## config.mk

```make
export PLATFORM = sky130hd
export DESIGN_NAME = sensor_conditioner
export DESIGN_NICKNAME = d
export VERILOG_FILES = /design/src/rtl/sensor_conditioner.sv
export SDC_FILE = /design/constraint.sdc
export NUM_CORES = 1
export LEC_CHECK = 0
export ABC_AREA = 1
export BUFFER_PORTS_ARGS = -buffer_cell sky130_fd_sc_hd__buf_2
export CORE_MARGIN = 1
export CORE_UTILIZATION = 45
export DETAILED_ROUTE_END_ITERATION = 16
export SLEW_MARGIN = 20
export SYNTH_ARGS = -nofsm -noshare
export SYNTH_HDL_FRONTEND = slang
export SYNTH_SLANG_ARGS = --single-unit
export TNS_END_PERCENT = 100
```

## constraint.sdc

```tcl
create_clock -name Clock -period 1.41 [get_ports Clock]
set_input_delay 0.2115 -clock Clock [delete_from_list [all_inputs] [get_ports Clock]]
set_output_delay 0.2115 -clock Clock [all_outputs]
set_load 0.02 [all_outputs]
```

## src/rtl/sensor_conditioner.sv

```systemverilog
// Loop-detector front end: per-channel synchronizer, debounce filter, call latch
// and stuck-sensor recall feeding the S1..S3 request inputs of the light FSM.
module sensor_conditioner #(
    parameter int unsigned DEBOUNCE_CYC = 4,
    parameter int unsigned STUCK_CYC    = 1024
) (
    input  logic       Clock,
    input  logic       Reset,
    input  logic       R1,
    input  logic       R2,
    input  logic       R3,
    input  logic [1:0] L1,
    input  logic [1:0] L2,
    input  logic [1:0] L3,
    output logic       S1,
    output logic       S2,
    output logic       S3,
    output logic [2:0] Stuck,
    output logic       Fault
);

    localparam int unsigned NUM_CH  = 3;
    localparam int unsigned DCNT_W  = 8;
    localparam int unsigned SCNT_W  = 16;

    localparam logic [1:0]        LIGHT_GREEN = 2'b01;
    localparam logic [DCNT_W-1:0] DCNT_LAST   = DCNT_W'(DEBOUNCE_CYC - 1);
    localparam logic [SCNT_W-1:0] SCNT_MAX    = SCNT_W'(STUCK_CYC);
    localparam logic [SCNT_W-1:0] SCNT_LAST   = SCNT_W'(STUCK_CYC - 1);

    logic [NUM_CH-1:0] raw;
    logic [1:0]        light [NUM_CH];
    logic [NUM_CH-1:0] stuck_vec;
    logic [NUM_CH-1:0] req_vec;
    logic              fault_q;

    assign raw      = {R3, R2, R1};
    assign light[0] = L1;
    assign light[1] = L2;
    assign light[2] = L3;

    for (genvar n = 0; n < NUM_CH; n++) begin : g_ch
        logic              sync1;
        logic              sync2;
        logic              filt;
        logic              call;
        logic              stuck;
        logic              req;
        logic [DCNT_W-1:0] dcnt;
        logic [SCNT_W-1:0] scnt;

        logic              filt_nxt;
        logic              call_nxt;
        logic              stuck_nxt;
        logic [DCNT_W-1:0] dcnt_nxt;
        logic [SCNT_W-1:0] scnt_nxt;

        // Debounce, call latch (service clear wins over a new call) and stuck counter
        always_comb begin
            filt_nxt  = filt;
            dcnt_nxt  = '0;
            call_nxt  = call;
            scnt_nxt  = '0;
            stuck_nxt = stuck;

            if (sync2 != filt) begin
                if (dcnt == DCNT_LAST) begin
                    filt_nxt = sync2;
                end else begin
                    dcnt_nxt = dcnt + DCNT_W'(1);
                end
            end

            if (light[n] == LIGHT_GREEN) begin
                call_nxt = 1'b0;
            end else if (filt_nxt && !filt) begin
                call_nxt = 1'b1;
            end

            if (filt) begin
                scnt_nxt = (scnt == SCNT_MAX) ? scnt : scnt + SCNT_W'(1);
                if (scnt == SCNT_LAST) begin
                    stuck_nxt = 1'b1;
                end
            end
        end

        always_ff @(posedge Clock or negedge Reset) begin
            if (!Reset) begin
                sync1 <= 1'b0;
                sync2 <= 1'b0;
                filt  <= 1'b0;
                dcnt  <= '0;
                call  <= 1'b0;
                scnt  <= '0;
                stuck <= 1'b0;
                req   <= 1'b0;
            end else begin
                sync1 <= raw[n];
                sync2 <= sync1;
                filt  <= filt_nxt;
                dcnt  <= dcnt_nxt;
                call  <= call_nxt;
                scnt  <= scnt_nxt;
                stuck <= stuck_nxt;
                req   <= filt | call | stuck;
            end
        end

        assign stuck_vec[n] = stuck;
        assign req_vec[n]   = req;
    end

    // Fault lags the stuck flags by one edge
    always_ff @(posedge Clock or negedge Reset) begin
        if (!Reset) begin
            fault_q <= 1'b0;
        end else begin
            fault_q <= |stuck_vec;
        end
    end

    assign S1    = req_vec[0];
    assign S2    = req_vec[1];
    assign S3    = req_vec[2];
    assign Stuck = stuck_vec;
    assign Fault = fault_q;

endmodule
```

# Word level (Yosys, flattened, before mapping)
# Cells that the tools add are included.
[word_totals] ff_bits=91 input_bits=11
[op_classes] add_sub_neg=6 eq_ne=18 n_mux=24 bitwise=6 n_reduce_logical=13
[op_table] cell="16-bit 2-to-1 mux" n=6
[op_table] cell="16-bit by 1-bit adder with 16-bit output, second input constant" n=3
[op_table] cell="16-bit by 10-bit == test with 1-bit output, second input constant" n=3
[op_table] cell="16-bit by 11-bit == test with 1-bit output, second input constant" n=3
[op_table] cell="8-bit 2-to-1 mux" n=6
[op_table] cell="8-bit by 1-bit adder with 8-bit output, second input constant" n=3
[op_table] cell="8-bit by 2-bit == test with 1-bit output, second input constant" n=3
[op_table] cell="1-bit 2-to-1 mux" n=12
[op_table] cell="2-bit by 1-bit == test with 1-bit output, second input constant" n=3
[op_table] cell="2-bit inequality test, second input constant" n=3
[op_table] cell="1-bit bitwise OR" n=6
[op_table] cell="2-bit AND reduction" n=3
[op_table] cell="2-bit nonzero test" n=3
[op_table] cell="1-bit logical AND" n=3
[op_table] cell="1-bit logical NOT" n=3
[op_table] cell="1-bit inequality test" n=3
[op_table] cell="3-bit OR reduction" n=1

# Depth between registers and ports, before layout
[depth] depth_word=6 ltp_mapped=8

# Worst setup path before layout
# No wires, ideal clock.
[synth_path] kind="register to register" startpoint="register g_ch[1].scnt[1]" endpoint="register g_ch[1].scnt[14]" t_arrival_ps=1110 required_ps=1293 slack_ps=183 stages_incl_launch_ff=7 path_buffers=0 period_less_slack_ps=1227 path_cell_list="dfrtp_1 > ha_1 > nand3_4 > nor2_1 > nand3_1 > nor2_1 > nor2_1"
[synth_between] elab_chain_len=3
[synth_lines] element="from (decl)" line_no="50" source="logic [SCNT_W-1:0] scnt;"
[synth_lines] element="from (signal assigned)" line_no="104" source="scnt <= scnt_nxt;"
[synth_lines] element="16-bit by 1-bit adder with 16-bit output" line_no="81" source="scnt_nxt = (scnt == SCNT_MAX) ? scnt : scnt + SCNT_W'(1);"
[synth_lines] element="16-bit 2-to-1 mux" line_no="81"
[synth_lines] element="16-bit 2-to-1 mux" line_no="80" source="if (filt) begin"
# Parallel ways exist; a longest one is shown, timed or not. The select of a mux whose other input is x is not followed.
# A chain may end at the register's enable or synchronous reset.

# Worst setup path after layout
[layout_path] startpoint="register g_ch[0].scnt[0]" endpoint="register g_ch[0].scnt[14]"
[layout_between] elab_chain_len=3
[layout_lines] element="from (decl)" line_no="50"
[layout_lines] element="from (signal assigned)" line_no="104"
[layout_lines] element="16-bit by 1-bit adder with 16-bit output" line_no="81"
[layout_lines] element="16-bit 2-to-1 mux" line_no="81"
[layout_lines] element="16-bit 2-to-1 mux" line_no="80"
# Parallel ways exist; a longest one is shown, timed or not. The select of a mux whose other input is x is not followed.

==> results.md <==
- FF-to-FF End: g_ch[0].scnt[14]$_DFFE_PN0P_
- Fin cells: roughly 800
- Initial DRT Pass Iterations: 4
- Worst Skew: about 13 ps
- Worst path required time: between 1500 and 2000 ps
- Die Y: about 100 µm
- Post-DP Area: ~0.0050 mm²
- Final wirelength: 9440 µm
- Slew Limit Fails: 0
- Final Instance Area: ~0.0054 mm²
- Initial cell density of the core: a little under half
- Adder-Cell Fraction of Synth Area: 2.41%
- Vias: 3,919
- Arrival @ worst endpoint: about 1600 ps
- Internal reg-to-reg setup slack: approximately 85 ps
- Max-cap viol count: 0
- Worst slew pin tran: approximately 440 ps
- Endpoints failing hold: 0
- WHS Path Cells: 3
- Storage element area: 0.00228 mm²
- Root Buffer: clkbuf_8
- Worst slew margin: about 70%
- Pre-CTS WS: approximately 0.47 ps
- Hold slack: roughly 98 ps
- Worst-Skew Late Latency: between 300 and 400 ps
- Startpoint Class: flop
- Cts bufs inserted: 9
- Iter 0 DRT Violations: between 150 and 200
- P&R area growth vs syn: 14.7%
- Die Area: 0.0108 mm²
- DPL Wire Length: about 6900 µm
- Reg clk slew, reported paths: around 100 ps
- RSZ-0062 raised after global routing: yes
- Clk sinks: just over 90
- Clk buf depth: 2
- HP Class: input pin to flop
- Fraction of synthesized cell area in xor and xnor cells: between 2 and 3%
- Setup crit end kind: flop
- Port Buf Inserts: 17
- Core area: between 0.009 and 0.01 mm²
- Tmin final: 1330 ps
- Worst hold start: L3[1]
- Proportion of synthesized area in mux cells: 0%
- Final Util: ~54%
- Syn avg cell area: about 7.6 µm²
- Cell Rows: 36
- Tcrit/Tclk final: a little over nine tenths
- Final worst slack: between 80 and 90 ps
- Worst R2R Start: g_ch[0].scnt[0]$_DFFE_PN0P_
- Fillers: between 900 and 1k
- Setup violation total in the final timing report: 0
- CTS tree: built
- Placed insts: 766
- Final antenna-violating net count: 0
- Wirelength per Cell: approximately 12 µm
- Vias per cell: around 4.9
- Vias in the first global route: approximately 3.7k
- Synth Area in Simple Gates: 31.6%
- Gp weighted congestion: about 0.86
- R2R depth: 7
- Leakage: 0.00251 µW
- Num ports: 18
- Top delay family on crit path: simple AND/OR/NAND/NOR gates
- # DRC: 0
- Synth Register Bits: slightly above 90
- Crit Path Max Fanout: 5
- Initial antenna violation count: 0
- Total track usage: between 10% and 20%
- Fmax: 755 MHz
- Crit-path cells: ha_2, nand3_2, nor2_2, nand2_2, inv_1, a21oi_1, nor2_1
- Chip Width: around 100 µm
- Diode count: 0
- CP peak stage delay: around 440 ps
- H-tree levels: 3
- Library cells used by synthesis: 28
- CP Class: flop to flop
- Slowest-stage cell, CP: dfrtp_1
- Final #Nets: between 600 and 700
- Synth Warn #: 0
- Maximum VDD drop: 0.000591 V
- Hold endpoint: g_ch[2].call$_DFFE_PN0P_
- Synthesized area: 0.00468 mm²
- Compound-Gate Fraction of Synth Area: between 6 and 7%
- Status: finished, final reports clean
- Synth Net Count: between 600 and 700
- First-pass GRT wire length: 16,700 µm
- Grt ovf: 0
- Largest net degree at the start of global routing: 40
- Layout cells sized above 1: 12.7%
- WP buf/inv: 1
- Pwr/cell area: around 1200 mW/mm²
- Sequential-to-total area share from yosys stat: between 40% and 50%
- Footprint of the multi-input gates: 0.00211 mm²
- Mapped Cells: 614
- Largest family of logic cells by synthesized area: simple AND/OR/NAND/NOR gates
[through the flow]
stage                     total power [µW]  setup TNS, ps
after floorplan                       4240              0
after global placement                4700              0
after detailed placement              4740              0
after CTS                             6550              0
after global routing                  7110          -95.1
final                                 6640              0
[final cells by class]
class	instances	share of cell area [%]
flip-flops and latches	91	42.5
multi-input cells	431	39.3
inverters	83	5.80
repair buffers	42	5.78
well taps	133	3.10
clock buffers	9	2.31
clock inverters	6	1.26
[Yosys cell counts, drive strengths merged]
library cell / number / area [µm²]
xor2: 14 / 123
buf: 8 / 56.3
nor3: 16 / 91.3
a22oi: 1 / 7.51
clkinv: 1 / 3.75
a21oi: 25 / 125
nand2: 138 / 518
inv: 82 / 308
dfrtp: 91 / 2280
xnor2: 1 / 8.76
clkbuf: 1 / 3.75
nor2: 122 / 463
and2: 1 / 6.26
nand3: 51 / 273
a31oi: 2 / 12.5
nor3b: 2 / 15.0
o21bai: 2 / 15.0
nand4: 18 / 113
o21ai: 27 / 135
ha: 9 / 113
a21boi: 2 / 15.0
[kinds of logic (layout without fill, tap and decap cells)]
family / count (synthesis) / count (layout)
AND/OR/NAND/NOR: 348 / 348
buffers and inverters: 92 / 140
flip-flops: 91 / 91
AO/OA/AOI/OAI: 59 / 59
XOR/XNOR: 15 / 15
adder cells (fa/ha/maj): 9 / 9
[report_power, final]
group | total [µW] | switching, µW | internal [µW]
clock network | 1750 | 940 | 812
logic | 1740 | 1030 | 713
registers | 3140 | 255 | 2890
[worst max-delay path by stage]
stage,from,end,slack (ps),cells after the start
CTS,g_ch[2].scnt[1]$_DFFE_PN0P_,g_ch[2].scnt[12]$_DFFE_PN0P_,9,7
global placement,g_ch[2].scnt[0]$_DFFE_PN0P_,g_ch[2].scnt[12]$_DFFE_PN0P_,100,7
global route,g_ch[1].scnt[12]$_DFFE_PN0P_,g_ch[1].scnt[0]$_DFFE_PN0P_,-30,6
finish,g_ch[0].scnt[0]$_DFFE_PN0P_,g_ch[0].scnt[14]$_DFFE_PN0P_,80,7
detailed placement,g_ch[2].scnt[0]$_DFFE_PN0P_,g_ch[2].scnt[12]$_DFFE_PN0P_,0.5,7
floorplan,g_ch[1].scnt[1]$_DFFE_PN0P_,g_ch[1].scnt[14]$_DFFE_PN0P_,180,6
[routing by layer]
| layer | up-vias | wire (µm) | GRT usage, % |
|---|---|---|---|
| met5 | - | 0 | 0 |
| met4 | 0 | 148 | 6.73 |
| met3 | 10 | 283 | 3.70 |
| met2 | 53 | 4320 | 29.9 |
| met1 | 1820 | 4690 | 26.3 |
| li1 | 2036 | - | - |
[sequential cells by signal, summed over array words and instances, names as in the netlist]
register    cells
S3              1
g_ch.scnt      48
g_ch.stuck      3
S2              1
g_ch.sync2      3
Fault           1
S1              1
g_ch.call       3
g_ch.sync1      3
g_ch.filt       3
g_ch.dcnt      24
[worst register-to-register path, cell delays in order, from the launching register on]
cell	delay, ps
dfrtp_1	440
ha_2	230
nand3_2	90
nor2_2	180
nand2_2	100
inv_1	80
a21oi_1	60
nor2_1	90
[cell usage in the layout (no fill, tap or decap), types with 4 or more instances in the layout]
cell           synthesis  routed
nand2_2                0       4
ha_2                   0       4
clkbuf_8               0       9
dfrtp_2                0       4
inv_1                 82      81
nand2_1              138     134
xor2_1                14      14
buf_2                  3      16
nor2_1               120     112
o21ai_1                3       4
dlygate4sd3_1          0       4
dfrtp_1               91      87
o21ai_0               24      22
nor2_2                 2       9
a21oi_1               25      25
buf_4                  4      20
ha_1                   9       4
nand4_1               18      18
nand3_1               49      48
nor3_1                15      13
[timing repair]
item                                    CTS  global route
hold endpoints to repair                 20             0
hold buffers                              4             0
pin swaps                                 0             7
endpoints found under the setup margin    3            26
buffers inserted                          1             9
resized for setup                         0            30
(Power assumes the default switching activity.)
